**config.mk**
```make
export PLATFORM = sky130hd
export DESIGN_NAME = ps2_host_tx
export DESIGN_NICKNAME = d
export VERILOG_FILES = /design/src/rtl/ps2_pkg.sv /design/src/rtl/ps2_line_sync.sv /design/src/rtl/ps2_host_tx.sv
export SDC_FILE = /design/constraint.sdc
export NUM_CORES = 1
export LEC_CHECK = 0
export BUFFER_PORTS_ARGS = -buffer_cell sky130_fd_sc_hd__buf_2
export CAP_MARGIN = 20
export CORE_MARGIN = 4
export CORE_UTILIZATION = 53
export DETAILED_ROUTE_END_ITERATION = 8
export GPL_TIMING_DRIVEN = 0
export PLACE_DENSITY = 0.85
export RECOVER_POWER = 50
export SETUP_SLACK_MARGIN = 0.05
export SLEW_MARGIN = 30
export SYNTH_ARGS = -nofsm -noshare
export SYNTH_HDL_FRONTEND = slang
export SYNTH_SLANG_ARGS = --single-unit
```
**constraint.sdc**
```tcl
create_clock -name clock -period 1.85 [get_ports clock]
set_clock_uncertainty 0.1 [all_clocks]
set_input_delay 0.185 -clock clock [delete_from_list [all_inputs] [get_ports clock]]
set_output_delay 0.185 -clock clock [all_outputs]
set_load 0.02 [all_outputs]
```
**src/rtl/ps2_pkg.sv**
```systemverilog
// Shared PS/2 definitions: FSM states, parity helper and common keyboard command bytes.
package ps2_pkg;

   typedef enum logic [2:0] {
      IDLE,
      INHIBIT,
      START,
      SHIFT,
      ACK,
      WAIT_IDLE
   } ps2_state_t;

   localparam logic [7:0] CMD_SET_LEDS = 8'hED;
   localparam logic [7:0] CMD_ECHO     = 8'hEE;
   localparam logic [7:0] CMD_RESET    = 8'hFF;
   localparam logic [7:0] ACK_BYTE     = 8'hFA;

   // PS/2 frames carry odd parity: data bits plus parity bit hold an odd count of ones.
   function automatic logic odd_parity(input logic [7:0] b);
      return ~^b;
   endfunction

   function automatic int unsigned max3(input int unsigned a, input int unsigned b,
                                        input int unsigned c);
      int unsigned m;
      m = (a > b) ? a : b;
      return (m > c) ? m : c;
   endfunction

endpackage

```
**src/rtl/ps2_line_sync.sv**
```systemverilog
// Two-flop synchronizer for one open-collector PS/2 line plus a falling-edge strobe.
module ps2_line_sync (
   input  logic clock,
   input  logic reset_n,
   input  logic pin,
   output logic sync,
   output logic fall
);

   logic meta;
   logic prev;

   // Idle bus level is high, so reset to 1 to avoid a false edge after reset.
   always_ff @(posedge clock) begin
      if (!reset_n) begin
         meta <= 1'b1;
         sync <= 1'b1;
         prev <= 1'b1;
      end else begin
         meta <= pin;
         sync <= meta;
         prev <= sync;
      end
   end

   assign fall = prev & ~sync;

endmodule

```
**src/rtl/ps2_host_tx.sv**
```systemverilog
// PS/2 host-to-device transmitter: inhibits the bus, sends one byte clocked by the
// device, checks the device's ack bit, and reports done or error.
module ps2_host_tx
   import ps2_pkg::*;
#(
   parameter int unsigned INHIBIT_CYCLES     = 5000,
   parameter int unsigned START_SETUP_CYCLES = 50,
   parameter int unsigned TIMEOUT_CYCLES     = 750000
) (
   input  logic       clock,
   input  logic       reset_n,
   input  logic [7:0] tx_data,
   input  logic       tx_valid,
   output logic       tx_ready,
   input  logic       ps2_clk_in,
   input  logic       ps2_dat_in,
   output logic       ps2_clk_oe,
   output logic       ps2_dat_oe,
   output logic       busy,
   output logic       tx_done,
   output logic       tx_error
);

   localparam int unsigned CW =
      $clog2(max3(INHIBIT_CYCLES, START_SETUP_CYCLES, TIMEOUT_CYCLES) + 1);
   localparam logic [CW-1:0] INH_LAST = CW'(INHIBIT_CYCLES - 1);
   localparam logic [CW-1:0] SET_LAST = CW'(START_SETUP_CYCLES - 1);
   localparam logic [CW-1:0] TMO_LAST = CW'(TIMEOUT_CYCLES - 1);

   ps2_state_t    state;
   logic [CW-1:0] cnt;
   logic [3:0]    idx;
   logic [7:0]    byte_q;
   logic [9:0]    frame;
   logic          clk_sync;
   logic          clk_fall;
   logic          dat_sync;
   logic          dat_fall_unused;
   logic          timed_out;

   ps2_line_sync u_clk_sync (
      .clock   (clock),
      .reset_n (reset_n),
      .pin     (ps2_clk_in),
      .sync    (clk_sync),
      .fall    (clk_fall)
   );

   ps2_line_sync u_dat_sync (
      .clock   (clock),
      .reset_n (reset_n),
      .pin     (ps2_dat_in),
      .sync    (dat_sync),
      .fall    (dat_fall_unused)
   );

   // Bits shifted after the start bit: data LSB first, parity, then stop (released).
   assign frame     = {1'b1, odd_parity(byte_q), byte_q};
   assign timed_out = (cnt == TMO_LAST);
   assign tx_ready  = (state == IDLE);
   assign busy      = (state != IDLE);

   always_ff @(posedge clock) begin
      if (!reset_n) begin
         state      <= IDLE;
         cnt        <= '0;
         idx        <= '0;
         byte_q     <= '0;
         ps2_clk_oe <= 1'b0;
         ps2_dat_oe <= 1'b0;
         tx_done    <= 1'b0;
         tx_error   <= 1'b0;
      end else begin
         tx_done  <= 1'b0;
         tx_error <= 1'b0;
         case (state)
            IDLE: begin
               if (tx_valid) begin
                  byte_q     <= tx_data;
                  cnt        <= '0;
                  ps2_clk_oe <= 1'b1;
                  ps2_dat_oe <= 1'b0;
                  state      <= INHIBIT;
               end
            end
            INHIBIT: begin
               if (cnt == INH_LAST) begin
                  cnt        <= '0;
                  ps2_dat_oe <= 1'b1;
                  state      <= START;
               end else begin
                  cnt <= cnt + 1'b1;
               end
            end
            START: begin
               if (cnt == SET_LAST) begin
                  cnt        <= '0;
                  idx        <= '0;
                  ps2_clk_oe <= 1'b0;
                  state      <= SHIFT;
               end else begin
                  cnt <= cnt + 1'b1;
               end
            end
            default: begin
               // Device-clocked phases share one timer; timeout beats a same-cycle clock fall.
               cnt <= cnt + 1'b1;
               if (timed_out) begin
                  ps2_clk_oe <= 1'b0;
                  ps2_dat_oe <= 1'b0;
                  tx_error   <= 1'b1;
                  state      <= IDLE;
               end else begin
                  case (state)
                     SHIFT: begin
                        if (clk_fall) begin
                           ps2_dat_oe <= ~frame[idx];
                           idx        <= idx + 4'd1;
                           if (idx == 4'd9)
                              state <= ACK;
                        end
                     end
                     ACK: begin
                        if (clk_fall) begin
                           if (dat_sync) begin
                              tx_error <= 1'b1;
                              state    <= IDLE;
                           end else begin
                              state <= WAIT_IDLE;
                           end
                        end
                     end
                     WAIT_IDLE: begin
                        if (clk_sync && dat_sync) begin
                           tx_done <= 1'b1;
                           state   <= IDLE;
                        end
                     end
                     default: state <= IDLE;
                  endcase
               end
            end
         endcase
      end
   end

endmodule

```
# ---- Word level (Yosys, flattened, before mapping)
# Cells that the tools add are included.
dict set report word_totals {
  wordCells 95
  out_inout_bits 6
  in_bits 13
  ff_bits 44
}
dict set report op_classes {
  n_eq_ne 17
  n_addsub 2
  muxes 37
  n_reduce_logical 17
  order_cmp 1
  bitwise 8
}
# cell n
set ops {}
lappend ops {{20-bit two-way mux} 3}
lappend ops {{20-bit one-hot mux with 3 select lines} 1}
lappend ops {{3-bit two-way mux} 9}
lappend ops {{20-bit by 1-bit adder with 20-bit output, second input constant} 1}
lappend ops {{20-bit by 13-bit equality test with 1-bit output, second input constant} 1}
lappend ops {{20-bit equality test, second input constant} 1}
lappend ops {{20-bit by 6-bit equality test with 1-bit output, second input constant} 1}
lappend ops {{6-bit inequality test, second input constant} 3}
lappend ops {{3-bit one-hot mux with 3 select lines} 2}
lappend ops {{4-bit two-way mux} 4}
lappend ops {{1-bit two-way mux} 14}
lappend ops {{5-bit AND reduction} 2}
lappend ops {{4-bit one-hot mux with 2 select lines} 1}
lappend ops {{4-bit nonzero test} 2}
lappend ops {{8-bit XNOR reduction} 1}
lappend ops {{1-bit NOT} 7}
lappend ops {{7-bit AND reduction} 1}
lappend ops {{3-bit by 2-bit equality test with 1-bit output, second input constant} 2}
lappend ops {{3-bit equality test, second input constant} 2}
lappend ops {{2-bit inequality test, second input constant} 3}
lappend ops {{6-bit by 4-bit inequality test with 1-bit output, second input constant} 1}
lappend ops {{1-bit one-hot mux with 3 select lines} 2}
lappend ops {{3-bit nonzero test} 2}
lappend ops {{6-bit OR reduction} 1}
lappend ops {{other kinds (14)} 15}

# ---- Depth between registers and ports, before layout
# Gate-level depths: netlist (run 1).
dict set report depth {
  depth_word 8
  mapped_depth 9
  ltp_nobuf 8
}

# ---- Hierarchy
# A second synthesis (run 1) with hierarchy kept.
dict set report unflattened {
  hier_cells 273
  hier_area_um2 2392.3
}
# mod instances area_each_um2 cells_each
set by_module_without_submodules {}
lappend by_module_without_submodules {ps2_host_tx 1 2222.1 259}
lappend by_module_without_submodules {ps2_line_sync 2 85.1 7}

# ---- Worst setup path after synthesis (run 1)
# OpenSTA, ideal clock, no wires.
dict set report synth_path {
  kind {reg-to-reg}
  startpoint {register state[0]}
  endpoint {register ps2_clk_oe}
  n_path_buf 2
  t_arrival_ps 1855
  required_time_ps 1680
  setup_ps 70
  period_less_slack_ps 2025
  stages_incl_launch_ff 7
  path_slack_ps -175
  path_cell_list {dfxtp_1 -> buf_1 -> nor3_1 -> and2_1 -> clkbuf_1 -> o211ai_1 -> a21oi_1}
}
dict set report synth_via {
  elab_chain_cells 3
  word_cells_on_any_way 9
}
# element line
set synth_lines {}
lappend synth_lines {{start: declaration} ps2_host_tx.sv:30} ;# ps2_state_t state;
lappend synth_lines {{start signal: assignment} ps2_host_tx.sv:65} ;# state <= IDLE;
lappend synth_lines {{start signal: assignment} ps2_host_tx.sv:83} ;# state <= INHIBIT;
lappend synth_lines {{start signal: assignment} ps2_host_tx.sv:90} ;# state <= START;
lappend synth_lines {{3-bit logical NOT (*)} n/a}
lappend synth_lines {{via tx_ready} ps2_host_tx.sv:14} ;# output logic tx_ready,
lappend synth_lines {{2-bit inequality test (no source line) or 3-bit nonzero test (tied branches)} n/a}
lappend synth_lines {{4-bit AND reduction (no source line)} n/a}
lappend synth_lines {{end signal: assignment} ps2_host_tx.sv:69} ;# ps2_clk_oe <= 1'b0;
lappend synth_lines {{end signal: assignment} ps2_host_tx.sv:81} ;# ps2_clk_oe <= 1'b1;
lappend synth_lines {{end signal: assignment} ps2_host_tx.sv:99} ;# ps2_clk_oe <= 1'b0;
lappend synth_lines {{end: declaration} ps2_host_tx.sv:17} ;# output logic ps2_clk_oe,
# The timed path passes the listed nets; every way through them passes the cells marked *.
# A chain may end at the register's enable or synchronous reset.

# ---- Final worst setup path (run 1)
dict set report layout_path {
  startpoint {register cnt[9]}
  endpoint {register cnt[10]}
}
dict set report layout_via {
  elab_chain_cells 3
  word_cells_on_any_way 6
}
# element line
set layout_lines {}
lappend layout_lines {{start: declaration} ps2_host_tx.sv:31} ;# logic [CW-1:0] cnt;
lappend layout_lines {{start signal: assignment} ps2_host_tx.sv:92} ;# cnt <= cnt + 1'b1;
lappend layout_lines {{start signal: assignment} ps2_host_tx.sv:102} ;# cnt <= cnt + 1'b1;
lappend layout_lines {{start signal: assignment} ps2_host_tx.sv:107} ;# cnt <= cnt + 1'b1;
lappend layout_lines {{20-bit by 1-bit adder with 20-bit output, or another cell as far along} {ps2_host_tx.sv:92, ps2_host_tx.sv:102, ps2_host_tx.sv:107}}
lappend layout_lines {{20-bit two-way mux, on equally long branches} {ps2_host_tx.sv:96, ps2_host_tx.sv:87}}
lappend layout_lines {{20-bit one-hot mux with 3 select lines (*)} ps2_host_tx.sv:76} ;# case (state)
# Every way passes the cells marked *; elsewhere a longest branch is shown, timed or not.

==> flow_summary.html, run 1 <==
<table>
<tr><th>Metric</th><th>Value</th></tr>
<tr><th colspan="2">Run status</th></tr>
<tr><td>Status</td><td>finished, violations left</td></tr>
<tr><td>Violations in the final reports</td><td>setup timing</td></tr>
<tr><th colspan="2">Critical path</th></tr>
<tr><td>End point of the critical path</td><td>cnt[10]</td></tr>
<tr><td>Worst reg2reg path endpoint</td><td>cnt[10]</td></tr>
<tr><td>Critical R2R Launch</td><td>cnt[9]</td></tr>
<tr><td>Stage delay of the slowest cell on the critical path</td><td>around 0.55 ns</td></tr>
<tr><td>R2R Setup Slk</td><td>-0.26 ns</td></tr>
<tr><td>Critical path type</td><td>reg2reg</td></tr>
<tr><td>Critical path launch point type</td><td>register</td></tr>
<tr><td>Worst path cell trace</td><td>nand2b_1 &gt; or4_4 &gt; o21bai_4 &gt; nand4_1 &gt; nand2_2 &gt; buf_12 &gt; nor2_1</td></tr>
<tr><td>Required @ worst endpoint</td><td>between 1.5 and 2 ns</td></tr>
<tr><td>Kind of capture point of the worst setup path</td><td>register</td></tr>
<tr><td>Standard cell with the maximum stage delay on the critical path</td><td>sky130_fd_sc_hd__or4_4</td></tr>
<tr><td>Crit path max fanout</td><td>8</td></tr>
<tr><td>Worst EP arrival</td><td>between 2 and 2.5 ns</td></tr>
<tr><td>Cell depth of the worst flop-to-flop path</td><td>7</td></tr>
<tr><td>Setup crit start</td><td>cnt[9]</td></tr>
<tr><th colspan="2">Synthesis</th></tr>
<tr><td>Adder and majority cell fraction of the synthesized area</td><td>between 2 and 2.5%</td></tr>
<tr><td>Post-synthesis register bit count</td><td>44</td></tr>
<tr><td>Largest family of logic cells by synthesized area</td><td>simple AND/OR/NAND/NOR gates</td></tr>
<tr><td>Post-Syn Nets</td><td>~300</td></tr>
<tr><td>Multiplexer fraction of the synthesized cell area</td><td>~2.0%</td></tr>
<tr><td>Xor and xnor fraction of the mapped netlist area</td><td>under 10%</td></tr>
<tr><td>Sequential area share after synthesis</td><td>just under 40%</td></tr>
<tr><td>Top post-synthesis cells by count</td><td>44 x sky130_fd_sc_hd__dfxtp_1, 40 x sky130_fd_sc_hd__nand2_1, 26 x sky130_fd_sc_hd__nor2_1</td></tr>
<tr><td>Area share of the leading cell type in the synthesized netlist</td><td>approximately two fifths</td></tr>
<tr><td>Post-synthesis instance area</td><td>between 2000 and 2500 um2</td></tr>
<tr><td>Synthesis Warnings</td><td>0</td></tr>
<tr><td>Synthesized-area fraction occupied by and/or/nand/nor cells</td><td>between 30 and 40%</td></tr>
<tr><td>Most instantiated library cell after synthesis</td><td>sky130_fd_sc_hd__dfxtp_1</td></tr>
<tr><td>Avg Inst Size Synth</td><td>slightly above 8 um2</td></tr>
<tr><td>Synth area leader</td><td>sky130_fd_sc_hd__dfxtp_1</td></tr>
<tr><td>Async SR Flop Fraction</td><td>0%</td></tr>
<tr><td>EDFF count, synth</td><td>0</td></tr>
<tr><td>Compound-gate portion of the synthesized area</td><td>between 10% and 20%</td></tr>
<tr><td>Number of distinct library cells after synthesis</td><td>45</td></tr>
<tr><td>Synthesized instance count</td><td>roughly 280</td></tr>
<tr><td>Top_reg_cell synth</td><td>sky130_fd_sc_hd__dfxtp_1</td></tr>
<tr><td>Top cells by area, synth</td><td>sky130_fd_sc_hd__dfxtp_1 39%, sky130_fd_sc_hd__nand2_1 6.7%, sky130_fd_sc_hd__xnor2_1 5.4%</td></tr>
<tr><th colspan="2">Global routing</th></tr>
<tr><td>Number of antenna violations at the first check in global routing</td><td>0</td></tr>
<tr><td>Maximum number of pins on one net before global-route repair</td><td>14</td></tr>
<tr><td>First-pass GRT wire length</td><td>10100 um</td></tr>
<tr><td>Combined global-route utilization of all metal layers</td><td>between 20% and 30%</td></tr>
<tr><td>Number of global-route vias before repair</td><td>2120</td></tr>
<tr><td>Global-route congestion overflow total</td><td>0</td></tr>
<tr><th colspan="2">Timing</th></tr>
<tr><td>Tightest Pin Transition</td><td>0.480 ns</td></tr>
<tr><td>RSZ-0062 raised after global routing</td><td>yes</td></tr>
<tr><td>Number of slew-limit violations in the final report</td><td>0</td></tr>
<tr><td>Setup slack after layout</td><td>-0.263 ns</td></tr>
<tr><td>Setup violations, final</td><td>29</td></tr>
<tr><td>Fin crit share</td><td>114%</td></tr>
<tr><td>F_max</td><td>roughly 470 MHz</td></tr>
<tr><td>Worst max-slew margin expressed relative to the limit</td><td>68.0%</td></tr>
<tr><td>Clock period minus final worst setup slack</td><td>roughly 2.1 ns</td></tr>
<tr><td>Final number of hold-violating endpoints</td><td>0</td></tr>
<tr><th colspan="2">Clocking</th></tr>
<tr><td>Clock Latency Late Sink</td><td>0.30 ns</td></tr>
<tr><td>Clock edge transition at the registers on the reported setup and hold paths</td><td>approximately 0.08 ns</td></tr>
<tr><td>H-tree level count</td><td>2</td></tr>
<tr><td>Buffers from clock root to sink, at most</td><td>2</td></tr>
<tr><td>TritonCTS clock tree</td><td>built</td></tr>
<tr><td>Number of sinks on the clock net</td><td>44</td></tr>
<tr><td>CTS Root Buffer Type</td><td>sky130_fd_sc_hd__clkbuf_8</td></tr>
<tr><td>CTS buffer count</td><td>5</td></tr>
<tr><th colspan="2">Die</th></tr>
<tr><td>Row cnt</td><td>23</td></tr>
<tr><td>Core Footprint</td><td>slightly above 4000 um2</td></tr>
<tr><td>DIE AREA</td><td>approximately 5400 um2</td></tr>
<tr><td>Initial core utilization</td><td>between 50% and 60%</td></tr>
<tr><td>Horizontal extent of the die</td><td>between 70 and 80 um</td></tr>
<tr><td>Die H</td><td>around 73 um</td></tr>
<tr><td>Top-Level Pins</td><td>19</td></tr>
<tr><th colspan="2">Pwr</th></tr>
<tr><td>Worst IR Drop VDD</td><td>between 0.8 and 0.9 mV</td></tr>
<tr><td>Cell leakage power</td><td>about 1.0 nW</td></tr>
<tr><td>Power density cells</td><td>between 1000 and 1500 nW/um2</td></tr>
<tr><th colspan="2">Drt</th></tr>
<tr><td>Via density per instance</td><td>slightly above 6</td></tr>
<tr><td>Routed WL</td><td>between 6000 and 7000 um</td></tr>
<tr><td>Detailed Route Iter0 Violations</td><td>193</td></tr>
<tr><td>Remaining routing DRC violations</td><td>0</td></tr>
<tr><td>Antenna viol nets, final</td><td>0</td></tr>
<tr><td>Count of vias placed by the detailed router</td><td>between 2000 and 2500</td></tr>
<tr><td>Average wire per standard cell</td><td>~18 um</td></tr>
<tr><td>First-pass iteration count of the detailed router</td><td>5</td></tr>
<tr><th colspan="2">Cells and area</th></tr>
<tr><td>Count of placed standard cells in the final layout, fillers left out</td><td>~370</td></tr>
<tr><td>Net total in the final layout</td><td>~330</td></tr>
<tr><td>Number of antenna cells inserted</td><td>0</td></tr>
<tr><td>Number of filler instances in the final layout</td><td>280</td></tr>
<tr><td>Fraction of final layout cells sized beyond drive strength 1</td><td>29.9%</td></tr>
<tr><td>Area added between synthesis and finish</td><td>30.4%</td></tr>
<tr><th colspan="2">Placement</th></tr>
<tr><td>Final RePlAce weighted congestion</td><td>approximately 0.87</td></tr>
<tr><td>Number of buffers inserted by port buffering</td><td>17</td></tr>
<tr><td>Worst-case setup slack after placement</td><td>-0.350 ns</td></tr>
<tr><td>Detail Placement HPWL</td><td>roughly 3500 um</td></tr>
<tr><td>Placed Cells</td><td>approximately 340</td></tr>
<tr><th colspan="2">Job</th></tr>
<tr><td>MaxCap Viol Count</td><td>0</td></tr>
<tr><th colspan="2">Hold path</th></tr>
<tr><td>Path type of the worst min-delay path</td><td>in2reg</td></tr>
</table>
[metal layers]
metal	part of all wire, %	GRT usage (%)	routed length [um]
met1	39	29.6	2570
met2	50	40.5	3260
met3	5.9	4.41	386
met4	5.0	11.7	328
met5	0	0	0
[layout make-up]
class	instances	area, um2	area share (%)
well taps	50	62.6	2.13
flip-flops and latches	44	893	30.4
clock inverters	2	10.0	0.340
multi-input cells	212	1520	51.7
inverters	7	28.8	0.978
plain buffers	10	81.3	2.76
clock buffers	6	82.6	2.81
repair buffers	37	263	8.93
[worst max-delay path, delay by kind of cell (launching register included)]
| kind | cells | cell delay, ns |
|---|---|---|
| compound gates | 1 | 0.20 |
| buf+inv | 1 | 0.16 |
| flops | 1 | 0.37 |
| simple gates | 5 | 1.18 |
[registers in the layout, summed over array words and instances, names as in the netlist, 3 cells and up]
signal / count
state: 3
idx: 4
byte_q: 8
cnt: 20
[worst min path at each step]
stage	startpoint	to	slack, ns	cells after the start
finish	tx_data[7]	byte_q[7]	0.03	3
global placement	ps2_clk_in	u_clk_sync.meta	0.27	2
CTS	tx_data[3]	byte_q[3]	0.03	3
detailed placement	ps2_dat_in	u_dat_sync.meta	0.27	2
floorplan	ps2_clk_in	u_clk_sync.meta	0.19	1
global route	tx_data[3]	byte_q[3]	0.04	3
[report_power, final]
group	internal [W]	switching (W)
Sequential	0.00104	0.0000860
Combinational	0.000616	0.000760
Clock	0.000298	0.000319
[kinds of logic after synthesis]
group,Yosys count
fa+ha+maj,4
xor+xnor,25
mux,2
simple gates,137
flops,44
compound gates,44
buf+inv,19
[stage by stage]
step,util [%],total power (W),TNS [ns],hold slack (ns),instance area (um2)
2_1_floorplan,-,0.00184,0,0.186,2330
3_3_place_gp,61.1,0.00202,-3.58,0.269,2480
3_5_place_dp,61.1,0.00205,-4.56,0.274,2480
4_1_cts,70.5,0.00295,-1.37,0.0277,2860
5_1_grt,72.5,0.00327,-7.50,0.0413,2940
6_report,72.5,0.00312,-5.75,0.0327,2940
[placed cells by master (no fill, tap or decap), types with 3 or more instances in the layout]
cell                       count
sky130_fd_sc_hd__nand2_1      39
sky130_fd_sc_hd__dfxtp_1      38
sky130_fd_sc_hd__buf_4        14
sky130_fd_sc_hd__nor2_2       14
sky130_fd_sc_hd__xnor2_1      13
sky130_fd_sc_hd__buf_2        13
sky130_fd_sc_hd__nand2b_1     12
sky130_fd_sc_hd__xor2_1       11
sky130_fd_sc_hd__nor2_1       11
sky130_fd_sc_hd__nor3_1       10
sky130_fd_sc_hd__a21oi_1      10
sky130_fd_sc_hd__clkbuf_8      8
sky130_fd_sc_hd__clkbuf_1      8
sky130_fd_sc_hd__a21boi_0      8
sky130_fd_sc_hd__inv_1         6
sky130_fd_sc_hd__nand3_1       6
sky130_fd_sc_hd__o21ai_0       6
sky130_fd_sc_hd__and3_1        5
sky130_fd_sc_hd__nand4_1       5
sky130_fd_sc_hd__buf_6         5
sky130_fd_sc_hd__o21ai_1       4
sky130_fd_sc_hd__nor4_1        4
sky130_fd_sc_hd__dfxtp_2       4
sky130_fd_sc_hd__nand3b_1      3
[what timing repair did]
| action | CTS | global route |
|---|---|---|
| endpoints found under the hold margin | 2 | 0 |
| buffers inserted | 15 | 2 |
| cloned | 1 | 0 |
| resized for setup | 39 | 28 |
| hold buffers | 2 | 0 |
| endpoints found under the setup margin | 38 | 40 |
| pin swaps | 21 | 11 |
No activity file was read; power rests on OpenSTA's default activity.
==> run 2, diff against run 1 <==
==> constraint.sdc (replaced) <==
create_clock -name clock -period 1.85 [get_ports clock]
set_clock_uncertainty 0.1 [all_clocks]
set_input_delay 0.0925 -clock clock [delete_from_list [all_inputs] [get_ports clock]]
set_output_delay 0.0925 -clock clock [all_outputs]
set_load 0.02 [all_outputs]
==> run 2 against run 1 <==
The run still ends with setup timing left. Sequential power barely moved. Largest power group unchanged. Non-clock buffer count rose by 9. Core utilization increased by 2.0 points. Largest cell class unchanged.
==> flow_summary.html, run 2 (synthesis results as in run 1) <==
<table>
<tr><th>Metric</th><th>Value</th></tr>
<tr><th colspan="2">Cells and area</th></tr>
<tr><td>Number of antenna cells inserted</td><td>0</td></tr>
<tr><td>Biggest regs</td><td>cnt (20), byte_q (8), idx (4)</td></tr>
<tr><td>Area added between synthesis and finish</td><td>34.1%</td></tr>
<tr><td>Net total in the final layout</td><td>between 300 and 400</td></tr>
<tr><td>Max FFs per register</td><td>20</td></tr>
<tr><td>Most common cell after layout, fill and taps aside</td><td>sky130_fd_sc_hd__nand2_1</td></tr>
<tr><td>Highest-count cells in the layout ignoring fill and taps</td><td>39 x sky130_fd_sc_hd__nand2_1, 38 x sky130_fd_sc_hd__dfxtp_1, 16 x sky130_fd_sc_hd__buf_4</td></tr>
<tr><td>Top register by number of flip-flops</td><td>cnt</td></tr>
<tr><td>Fraction of final layout cells sized beyond drive strength 1</td><td>between 20% and 30%</td></tr>
<tr><th colspan="2">Clocking</th></tr>
<tr><td>Number of sinks on the clock net</td><td>44</td></tr>
<tr><td>TritonCTS clock tree</td><td>built</td></tr>
<tr><td>Buffers from clock root to sink, at most</td><td>2</td></tr>
<tr><td>Clock edge transition at the registers on the reported setup and hold paths</td><td>approximately 0.080 ns</td></tr>
<tr><td>CTS buffer count</td><td>5</td></tr>
<tr><td>H-tree level count</td><td>2</td></tr>
<tr><td>CTS Root Buffer Type</td><td>sky130_fd_sc_hd__clkbuf_8</td></tr>
<tr><td>Clock Latency Late Sink</td><td>about 0.30 ns</td></tr>
<tr><th colspan="2">Drt</th></tr>
<tr><td>First-pass iteration count of the detailed router</td><td>4</td></tr>
<tr><td>Average wire per standard cell</td><td>17.3 um</td></tr>
<tr><td>Remaining routing DRC violations</td><td>0</td></tr>
<tr><td>Detailed Route Iter0 Violations</td><td>150</td></tr>
<tr><td>Routed wl met3</td><td>between 300 and 400 um</td></tr>
<tr><td>Routed WL</td><td>roughly 6500 um</td></tr>
<tr><td>Metal-1 WL</td><td>2560 um</td></tr>
<tr><td>Met2 layer wire length in the routed design</td><td>between 3000 and 4000 um</td></tr>
<tr><td>Count of vias placed by the detailed router</td><td>roughly 2300</td></tr>
<tr><td>Via density per instance</td><td>about 6.1</td></tr>
<tr><td>Antenna viol nets, final</td><td>0</td></tr>
<tr><td>Highest routing layer actually used</td><td>met4</td></tr>
<tr><th colspan="2">Timing</th></tr>
<tr><td>F_max</td><td>between 400 and 500 MHz</td></tr>
<tr><td>Setup violations, final</td><td>29</td></tr>
<tr><td>Clock period minus final worst setup slack</td><td>2.11 ns</td></tr>
<tr><td>RSZ-0062 raised after global routing</td><td>yes</td></tr>
<tr><td>Setup slack after layout</td><td>-0.263 ns</td></tr>
<tr><td>Tightest Pin Transition</td><td>between 0.5 and 0.6 ns</td></tr>
<tr><td>Worst hold margin</td><td>0.102 ns</td></tr>
<tr><td>Fin crit share</td><td>114%</td></tr>
<tr><td>Number of slew-limit violations in the final report</td><td>0</td></tr>
<tr><td>Final number of hold-violating endpoints</td><td>0</td></tr>
<tr><td>Worst max-slew margin expressed relative to the limit</td><td>64.6%</td></tr>
<tr><th colspan="2">Critical path</th></tr>
<tr><td>Standard cell with the maximum stage delay on the critical path</td><td>sky130_fd_sc_hd__or4_4</td></tr>
<tr><td>Critical R2R Launch</td><td>cnt[1]</td></tr>
<tr><td>Setup crit start</td><td>cnt[1]</td></tr>
<tr><td>Cell depth of the worst flop-to-flop path</td><td>9</td></tr>
<tr><td>Critical path type</td><td>reg2reg</td></tr>
<tr><td>Worst EP arrival</td><td>between 2 and 2.5 ns</td></tr>
<tr><td>Critical path launch point type</td><td>register</td></tr>
<tr><td>Required @ worst endpoint</td><td>between 1.5 and 2 ns</td></tr>
<tr><td>Crit path max fanout</td><td>8</td></tr>
<tr><td>Worst path cell trace</td><td>inv_4 &gt; ha_4 &gt; nand4bb_1 &gt; or4_4 &gt; o21bai_4 &gt; nand4_1 &gt; nand2_2 &gt; buf_12 &gt; nor2_1</td></tr>
<tr><td>Stage delay of the slowest cell on the critical path</td><td>0.49 ns</td></tr>
<tr><td>Kind of capture point of the worst setup path</td><td>register</td></tr>
<tr><td>Worst reg2reg path endpoint</td><td>cnt[17]</td></tr>
<tr><td>R2R Setup Slk</td><td>-0.26 ns</td></tr>
<tr><td>End point of the critical path</td><td>cnt[17]</td></tr>
<tr><th colspan="2">Die</th></tr>
<tr><td>Die H</td><td>73.2 um</td></tr>
<tr><td>Top-Level Pins</td><td>19</td></tr>
<tr><td>Core Footprint</td><td>~4000 um2</td></tr>
<tr><td>Initial core utilization</td><td>~56%</td></tr>
<tr><td>Horizontal extent of the die</td><td>~73 um</td></tr>
<tr><td>Row cnt</td><td>23</td></tr>
<tr><td>DIE AREA</td><td>about 5400 um2</td></tr>
<tr><th colspan="2">Hold path</th></tr>
<tr><td>Path type of the worst min-delay path</td><td>in2reg</td></tr>
<tr><th colspan="2">Placement</th></tr>
<tr><td>Detail Placement HPWL</td><td>about 3500 um</td></tr>
<tr><td>Worst-case setup slack after placement</td><td>-0.350 ns</td></tr>
<tr><td>Final RePlAce weighted congestion</td><td>between 0.8 and 0.9</td></tr>
<tr><td>Number of buffers inserted by port buffering</td><td>17</td></tr>
<tr><th colspan="2">Global routing</th></tr>
<tr><td>Combined global-route utilization of all metal layers</td><td>24.7%</td></tr>
<tr><td>Number of global-route vias before repair</td><td>2151</td></tr>
<tr><td>Number of antenna violations at the first check in global routing</td><td>0</td></tr>
<tr><td>First-pass GRT wire length</td><td>around 10000 um</td></tr>
<tr><td>Global-route congestion overflow total</td><td>0</td></tr>
<tr><td>Maximum number of pins on one net before global-route repair</td><td>14</td></tr>
<tr><th colspan="2">Run status</th></tr>
<tr><td>Status</td><td>finished, violations left</td></tr>
<tr><td>Violations in the final reports</td><td>setup timing</td></tr>
<tr><th colspan="2">Job</th></tr>
<tr><td>MaxCap Viol Count</td><td>0</td></tr>
<tr><th colspan="2">Pwr</th></tr>
<tr><td>Overall power consumption</td><td>between 0.003 and 0.004 W</td></tr>
<tr><td>Power density cells</td><td>a little over 1000 nW/um2</td></tr>
<tr><td>Worst IR Drop VDD</td><td>just over 0.9 mV</td></tr>
<tr><td>Cell leakage power</td><td>between 1 and 1.5 nW</td></tr>
</table>
==> run 2: worst max-delay path, delay by kind of cell (launching register included) <==
family	cells	cell delay, ns
adder cells (fa/ha/maj)	1	0.12
AO/OA/AOI/OAI	1	0.17
buffers and inverters	2	0.22
flip-flops	1	0.36
AND/OR/NAND/NOR	5	1.03
==> run 2: worst min-delay path by stage <==
stage	start	end	cells after the start
2_1_floorplan	ps2_clk_in	u_clk_sync.meta	1
3_3_place_gp	ps2_clk_in	u_clk_sync.meta	2
3_5_place_dp	ps2_dat_in	u_dat_sync.meta	2
4_1_cts	reset_n	u_clk_sync.sync	2
5_1_grt	reset_n	u_clk_sync.sync	2
6_report	reset_n	u_clk_sync.sync	2
==> run 2: cell type report <==
class,count,area (um2)
buffer,10,81.3
clock buffer,6,82.6
clock inverter,2,10.0
fill,267,1030
inverter,7,28.8
multi-input combinational,212,1520
sequential,44,893
tap,50,62.6
timing repair buffer,46,347
==> run 2: layer usage <==
layer / track usage (%) / vias up
met5: 0 / -
met3: 4.41 / 35
met1: 30.3 / 1101
met4: 12.7 / 0
met2: 41.0 / 97
li1: - / 1057
==> run 2: stage by stage <==
step	setup TNS, ns	instances	util (%)	cell area, um2
floorplan	0	275	-	2330
global placement	-3.58	342	61.1	2480
detailed placement	-4.56	342	61.1	2480
CTS	-1.37	375	72.4	2940
global route	-7.66	377	74.5	3020
finish	-5.81	377	74.5	3020
==> run 2: power by group <==
group          internal (W)  total (W)  switching (W)
Sequential          0.00104    0.00113      0.0000848
Combinational      0.000621    0.00139       0.000766
Clock              0.000298   0.000620       0.000322
Total               0.00196    0.00313        0.00117
==> run 2: repair_timing <==
action | 4_1_cts | 5_1_grt
hold endpoints to repair | 10 | 0
setup endpoints to repair | 38 | 39
hold buffers | 10 | 0
gates cloned | 1 | 0
pin swaps | 21 | 11
setup buffers | 15 | 3
resized for setup | 39 | 25
